--- src/rtl/mux2to1_pkg.sv ---
// Shared constants for the 2:1 mux block.
//   DEFAULT_WIDTH : default data path width
//   DEFAULT_CNT_W : default select-toggle counter width
//   SEL_DATA0/1   : select encodings for source 0 / source 1
package mux2to1_pkg;

    localparam int unsigned DEFAULT_WIDTH = 32;
    localparam int unsigned DEFAULT_CNT_W = 16;

    localparam logic SEL_DATA0 = 1'b0;
    localparam logic SEL_DATA1 = 1'b1;

endpackage

--- src/rtl/mux2to1_core.sv ---
// Combinational 2:1 selector.
// Ports:
//   select  : 0 picks data_0, 1 picks data_1
//   data_0  : source 0
//   data_1  : source 1
//   mux_out : selected value, all-X in simulation when select is X/Z
module mux2to1_core
    import mux2to1_pkg::*;
#(
    parameter int unsigned WIDTH = DEFAULT_WIDTH
) (
    input  logic             select,
    input  logic [WIDTH-1:0] data_0,
    input  logic [WIDTH-1:0] data_1,
    output logic [WIDTH-1:0] mux_out
);

    // An unknown select falls through to the default arm, so simulation
    // shows X; synthesis treats the default as don't-care.
    always_comb begin
        mux_out = {WIDTH{1'bx}};
        case (select)
            SEL_DATA0: mux_out = data_0;
            SEL_DATA1: mux_out = data_1;
            default:   mux_out = {WIDTH{1'bx}};
        endcase
    end

endmodule

--- src/rtl/mux2to1_32bit.sv ---
// 2:1 mux with a combinational output, a one-cycle registered output with
// valid flag, and a saturating count of select changes.
// Optional feature: define MUX2TO1_PARITY_EN to add a registered parity
// bit (XOR of the value loaded into output_data_q).
// Ports:
//   clk            : clock, rising edge
//   rst_n          : asynchronous active-low reset
//   select         : source select (0 -> data_0, 1 -> data_1)
//   data_0, data_1 : sources
//   in_valid       : qualifies the inputs for the registered path
//   output_data    : combinational mux result
//   output_data_q  : registered mux result, held while in_valid=0
//   out_valid      : output_data_q was loaded on the last edge
//   sel_toggle_cnt : select changes since reset, saturating
//   output_parity  : ^output_data_q (MUX2TO1_PARITY_EN only)
module mux2to1_32bit
    import mux2to1_pkg::*;
#(
    parameter int unsigned WIDTH = DEFAULT_WIDTH,
    parameter int unsigned CNT_W = DEFAULT_CNT_W
) (
    input  logic             clk,
    input  logic             rst_n,
    input  logic             select,
    input  logic [WIDTH-1:0] data_0,
    input  logic [WIDTH-1:0] data_1,
    input  logic             in_valid,
    output logic [WIDTH-1:0] output_data,
    output logic [WIDTH-1:0] output_data_q,
    output logic             out_valid,
    output logic [CNT_W-1:0] sel_toggle_cnt
`ifdef MUX2TO1_PARITY_EN
    ,
    output logic             output_parity
`endif
);

    logic [WIDTH-1:0] mux_out;
    logic             prev_sel;
    logic             sel_changed;
    logic             cnt_full;

    mux2to1_core #(
        .WIDTH (WIDTH)
    ) u_core (
        .select  (select),
        .data_0  (data_0),
        .data_1  (data_1),
        .mux_out (mux_out)
    );

    assign output_data = mux_out;

    // Registered data path: load on in_valid, otherwise hold data and drop valid.
    always_ff @(posedge clk or negedge rst_n) begin
        if (!rst_n) begin
            output_data_q <= '0;
            out_valid     <= 1'b0;
        end else begin
            out_valid <= in_valid;
            if (in_valid) begin
                output_data_q <= mux_out;
            end
        end
    end

`ifdef MUX2TO1_PARITY_EN
    always_ff @(posedge clk or negedge rst_n) begin
        if (!rst_n) begin
            output_parity <= 1'b0;
        end else if (in_valid) begin
            output_parity <= ^mux_out;
        end
    end
`endif

    // Toggle counter runs regardless of in_valid and sticks at all-ones.
    assign sel_changed = (select != prev_sel);
    assign cnt_full    = (sel_toggle_cnt == {CNT_W{1'b1}});

    always_ff @(posedge clk or negedge rst_n) begin
        if (!rst_n) begin
            prev_sel       <= SEL_DATA0;
            sel_toggle_cnt <= '0;
        end else begin
            prev_sel <= select;
            if (sel_changed && !cnt_full) begin
                sel_toggle_cnt <= sel_toggle_cnt + CNT_W'(1);
            end
        end
    end

endmodule

--- config.mk ---
export PLATFORM = sky130hd
export DESIGN_NAME = mux2to1_32bit
export DESIGN_NICKNAME = d
export VERILOG_FILES = /design/src/rtl/mux2to1_pkg.sv /design/src/rtl/mux2to1_core.sv /design/src/rtl/mux2to1_32bit.sv
export SDC_FILE = /design/constraint.sdc
export NUM_CORES = 1
export LEC_CHECK = 0
export CAP_MARGIN = 15
export CORE_MARGIN = 8
export CORE_UTILIZATION = 34
export DETAILED_ROUTE_END_ITERATION = 8
export PLACE_DENSITY = 0.75
export SETUP_SLACK_MARGIN = 0.02
export SLEW_MARGIN = 0
export SYNTH_ARGS = -nofsm -noshare
export SYNTH_HDL_FRONTEND = slang
export SYNTH_SLANG_ARGS = --single-unit
--- constraint.sdc ---
create_clock -name clk -period 1.8 [get_ports clk]
set_clock_uncertainty 0.15 [all_clocks]
set_input_delay 0.36 -clock clk [delete_from_list [all_inputs] [get_ports clk]]
set_output_delay 0.36 -clock clk [all_outputs]
set_load 0.05 [all_outputs]
==> results of run 1 <==
[final timing paths]
path | startpoint | end | slack [ps]
hold / removal | select | prev_sel | 260
setup reg to reg | sel_toggle_cnt[0] | sel_toggle_cnt[14] | 120
min in group asynchronous | rst_n | sel_toggle_cnt[10] | 420
setup / recovery | data_0[8] | output_data[8] | 40
max in group asynchronous | rst_n | sel_toggle_cnt[2] | 790
hold reg to reg | output_data_q[25] | output_data_q[25] | 360
[through the flow]
stage,std cells,utilization (%),cell area [um2]
after floorplan,186,-,2465
after global placement,440,58.98,4187
after detailed placement,440,58.98,4187
after CTS,450,61.31,4352
after global routing,451,61.92,4395
final,451,61.92,4395
[cells in the final DEF (no fill, tap or decap), types with 2 or more instances in the layout]
cell	netlist	final
a21oi_1	5	5
and3_1	2	2
buf_12	0	20
buf_4	1	63
buf_6	0	14
clkbuf_8	0	6
clkdlybuf4s50_1	0	65
dfrtp_1	50	35
dfrtp_2	0	15
mux2_2	65	65
nand2_1	5	5
nand3_1	8	8
nand4_1	6	6
nor2_1	7	7
nor3_1	2	2
o21a_1	2	2
or3_1	2	2
xnor2_1	5	5
xor2_1	4	4
[area by class of cell]
| type | count | area share [%] |
|---|---|---|
| timing repair buffer | 166 | 39.80 |
| sequential | 50 | 28.89 |
| multi-input combinational | 127 | 26.33 |
| tap | 99 | 2.818 |
| clock buffer | 7 | 1.964 |
| clock inverter | 1 | 0.1139 |
| inverter | 1 | 0.08540 |
[per-layer routing]
| metal | wire, um | up-vias | global-route usage (%) |
|---|---|---|---|
| met2 | 4068 | 85 | 26.18 |
| met1 | 2867 | 1031 | 16.17 |
| met3 | 646 | 9 | 5.594 |
| li1 | - | 1003 | - |
| met4 | 83 | 0 | 3.023 |
| met5 | 0 | - | 0 |
[timing repair]
| action | CTS | global route |
|---|---|---|
| pin swaps | 0 | 0 |
| resized for setup | 11 | 5 |
| setup buffers | 0 | 0 |
| gates cloned | 1 | 1 |
| endpoints found under the setup margin | 17 | 15 |
| endpoints found under the hold margin | 50 | 0 |
| hold buffers | 1 | 0 |
[cell families (layout without fill, tap and decap cells)]
family | Yosys count | in the layout | share of synthesized area [%]
AND/OR/NAND/NOR | 39 | 39 | 9.139
adder cells (fa/ha/maj) | 1 | 1 | 0.5133
buffers and inverters | 9 | 175 | 1.540
XOR/XNOR | 10 | 10 | 3.901
flip-flops | 50 | 50 | 51.33
AO/OA/AOI/OAI | 11 | 11 | 3.080
multiplexers | 66 | 66 | 30.49
[where the power goes]
| part | switching, mW | internal [mW] |
|---|---|---|
| clock network | 0.362 | 0.311 |
| logic | 1.29 | 0.969 |
| registers | 0.246 | 1.33 |
| total | 1.89 | 2.61 |
[flip-flops by register name, summed over array words and instances, names as in the netlist]
signal,cells
prev_sel,1
output_data_q,32
sel_toggle_cnt,16
out_valid,1
[critical path, delay by kind of cell]
family   cells  cell delay [ps]
buf+inv      2              610
mux          1              280
==> results by group, run 1 <==
STA
  • Peak Freq: 568.5 MHz
  • Pins Over Slew Limit: 0
  • Final period util: 97.73%
  • Hold Fails Final Rpt: 0
  • Slew headroom: roughly 80%
  • Final Setup Violations: 0
  • Setup ws final: 40.93 ps
  • RSZ-0062 raised after global routing: yes
  • Setup_tns: 0 ps
  • Worst-margin pin slew: 306.5 ps
  • Min Hold Slack: 257.7 ps
  • Post-layout min period: ~1800 ps

Yosys
  • Top_reg_cell synth: dfrtp_1
  • Syn avg cell area: 13.10 um2
  • Cells after Synth: 186
  • Synth unique cells: 31
  • Cell with the most instances after synthesis: mux2_2
  • Syn nets: 255
  • Syn. warnings: 0
  • Post-Syn Area: 2437 um2
  • Synth top area share: 51.33%
  • Synth cell count leaders: mux2_2, dfrtp_1, nand3_1, nor2_1, nand4_1
  • Post-synth EDFFs: 0
  • Ys async rst share: between 90% and 100%
  • Area contributors post-synth: dfrtp_1, mux2_2, xnor2_1, nand3_1, nand4_1
  • Register bit total from synthesis: 50
  • Register area share after synthesis: 51.33%
  • Cell taking the most area after synthesis: dfrtp_1

Min path
  • Hold depth: 2
  • Hold Path Class: in -> reg

Clock tree
  • CTS Root Cell: clkbuf_8
  • CTS tree: yes
  • CTS Buf Count: 5
  • Clock Latency Late Sink: approximately 300 ps
  • Clock Sinks: 50
  • CTS Buffer Depth: 2
  • # H-tree levels: 2
  • CTS clock-pin slew for the worst setup and hold paths: 80 ps

Global route
  • Largest net degree at the start of global routing: 51
  • Vias in the first global route: around 2400
  • GRT Util Overall: 14.72%
  • Grt ovf: 0
  • Initial antenna violation count: 0
  • First-pass GRT wire length: roughly 12000 um

Layout
  • Fillers: 579
  • Layout cells sized above 1: 55.11%
  • Ant diodes: 0
  • Area of the multi-input gates: 1157 um2
  • Area Growth Syn to Fin: 80.34%
  • Register Area: about 1300 um2
  • Layout net count: between 400 and 500

Routing
  • Final wirelength: ~7700 um
  • Post-DR wirelength/cell: 17.00 um
  • Routed vias/inst: 4.718
  • Starting DRC count in detailed routing: 103
  • DR pass1 iterations: 5
  • Routed Antenna Nets: 0
  • Vias post-DR: 2128
  • DRC viols: 0

Die
  • Die X: between 100 and 150 um
  • Core Rows: 31
  • Full die area: 10130 um2
  • Number of top-level pins: 149
  • Die span in y: between 100 and 150 um
  • Core Region: 7098 um2
  • Initial Utilization: 34.34%

Critical path
  • Critical Path End Type: primary output
  • Startpoint types: input pin
  • CP arrival: 1250 ps
  • Worst Reg-to-Reg Cells: 5
  • Crit-path slowest cell: clkdlybuf4s50_1
  • Worst path required time: 1290 ps
  • Crit-path max FO: 2
  • Worst path cell trace: clkdlybuf4s50_1 > mux2_2 > buf_4
  • Largest stage delay, worst path: 420 ps
  • Critical Setup Path Class: in -> out

Outcome
  • Status: finished, final reports clean

Power
  • Leak: 1.864 nW
  • Power Total: 4.507 mW
  • PD cells: about 1000 nW/um2
  • IR drop worst, VDD: 505.8 uV

Place
  • Hpwl dp: 6050 um
  • I/O Buffers: 148
  • GPL Wtd Cong: 0.7716
  • DP Worst Slack: around 2.0 ps

Job
  • Max-cap violation count: 0
(Power assumes the default switching activity.)
==> run 2, diff against run 1 <==
- RECOVER_POWER: unset -> 100
==> results by group, run 2 (synthesis results as in run 1) <==
Outcome
  • Status: finished, final reports clean

Power
  • Power Total: 4.412 mW (-2.1%)
  • PD cells: 1045 nW/um2 (+1.9%)
  • IR drop worst, VDD: 504.9 uV (-0.19%)
  • Leak: 1.815 nW (-2.6%)

STA
  • RSZ-0062 raised after global routing: yes
  • Min Hold Slack: 257.5 ps (-0.1810 ps)
  • Pins Over Slew Limit: 0 (unchanged)
  • Hold Fails Final Rpt: 0 (unchanged)
  • Post-layout min period: 1761 ps (+2.134 ps)
  • Peak Freq: 567.8 MHz (-0.12%)
  • Setup_tns: 0 ps (unchanged)
  • Setup ws final: 38.80 ps (-2.134 ps)
  • Final Setup Violations: 0 (unchanged)
  • Final period util: 97.84% (+0.12 points)
  • Worst-margin pin slew: 711.6 ps (+405.1 ps)
  • Slew headroom: 52.56% (-27 points)

Clock tree
  • CTS Buffer Depth: 2 (unchanged)
  • # H-tree levels: 2 (unchanged)
  • Clock Sinks: 50 (unchanged)
  • CTS clock-pin slew for the worst setup and hold paths: 80 ps (about the same)
  • CTS tree: yes
  • Post CTS Setup Buffer Count: 0 (unchanged)
  • CTS Buf Count: 5 (unchanged)
  • Clock Latency Late Sink: 300 ps (about the same)
  • CTS Root Cell: clkbuf_8

Layout
  • Util after Layout: 59.47% (-2.5 points)
  • Biggest register: output_data_q
  • Non-Filler Instances: 451 (unchanged)
  • Area Growth Syn to Fin: 73.20%
  • Ant diodes: 0 (unchanged)
  • Most common cell after layout, fill and taps aside: mux2_2
  • Layout net count: 420 (unchanged)
  • Max reg flops: 32 (unchanged)
  • Registers with the most flip-flops: output_data_q (32), sel_toggle_cnt (16)
  • Final instance area: 4222 um2 (-4.0%)
  • Layout cells sized above 1: 52.84% (-2.3 points)
  • Most frequent cells in the layout: mux2_2, clkdlybuf4s50_1, dfrtp_1

Routing
  • Starting DRC count in detailed routing: 84 (-18%)
  • DRC viols: 0 (unchanged)
  • DR pass1 iterations: 4 (-1)
  • Post-DR wirelength/cell: 16.95 um (-0.25%)
  • Routed Antenna Nets: 0 (unchanged)
  • Vias post-DR: 2130 (+0.094%)
  • Routed vias/inst: 4.723 (about the same)
  • Final wirelength: 7646 um (-0.25%)

Die
  • Number of top-level pins: 149 (unchanged)
  • Die span in y: 100.7 um (unchanged)
  • Full die area: 10130 um2 (unchanged)
  • Initial Utilization: 34.34% (unchanged)
  • Die X: 100.7 um (unchanged)
  • Core Rows: 31 (unchanged)
  • Core Region: 7098 um2 (unchanged)

Job
  • Max-cap violation count: 0 (unchanged)

Critical path
  • Startpoint types: input pin
  • Critical Setup Path Class: in -> out
  • CP arrival: 1250 ps (about the same)
  • Critical Path End Type: primary output
  • Worst path required time: 1290 ps (about the same)
  • Crit-path max FO: 2 (unchanged)

Place
  • Placed cell areas: 4187 um2 (unchanged)
  • Hpwl dp: 6050 um (unchanged)
  • GPL Wtd Cong: 0.7716 (unchanged)
  • I/O Buffers: 148 (unchanged)
  • DP Worst Slack: 1.958 ps (unchanged)
  • Dpl cells: 440 (unchanged)

Global route
  • Vias in the first global route: 2371 (unchanged)
  • Initial antenna violation count: 0 (unchanged)
  • GRT Util Overall: 14.72% (unchanged)
  • Grt ovf: 0 (unchanged)
  • Largest net degree at the start of global routing: 51 (unchanged)
  • First-pass GRT wire length: 11860 um (unchanged)

Min path
  • Hold Path Class: in -> reg
run 2: cell type report:
class | instances | area, um2
Clock buffer | 7 | 86.33
Inverter | 1 | 3.754
Sequential cell | 50 | 1262
Multi-Input combinational cell | 127 | 1157
Tap cell | 99 | 123.9
Clock inverter | 1 | 5.005
Timing Repair Buffer | 166 | 1583
Fill cell | 621 | 2877
run 2: final timing paths:
path | start | to | slack [ps] | cells past startpoint
hold / removal | select | prev_sel | 260 | 2
min in group asynchronous | rst_n | sel_toggle_cnt[10] | 600 | 3
max in group asynchronous | rst_n | sel_toggle_cnt[2] | 360 | 3
setup / recovery | data_0[8] | output_data[8] | 40 | 3
setup reg to reg | sel_toggle_cnt[0] | sel_toggle_cnt[14] | 120 | 5
hold reg to reg | output_data_q[25] | output_data_q[25] | 360 | 1
run 2: timing repair:
action	in CTS	in global routing
endpoints found under the hold margin	50	0
setup endpoints to repair	17	15
cloned	1	1
hold buffers	1	0
resized for setup	11	5
run 2: routing by layer:
layer | GRT usage, % | routed length (um) | vias up
li1 | - | - | 1004
met1 | 16.17 | 2857 | 1036
met2 | 26.18 | 4067 | 83
met3 | 5.594 | 636 | 7
met4 | 3.023 | 84 | 0
met5 | 0 | 0 | -
run 2: report_power, final:
group          internal, mW  switching, mW
clock network         0.311          0.362
registers              1.33          0.243
logic                 0.888           1.28
total                  2.53           1.89
run 2: worst max-delay path, cell delays in order:
cell             delay [ps]
clkdlybuf4s50_1         420
mux2_2                  280
buf_4                   190
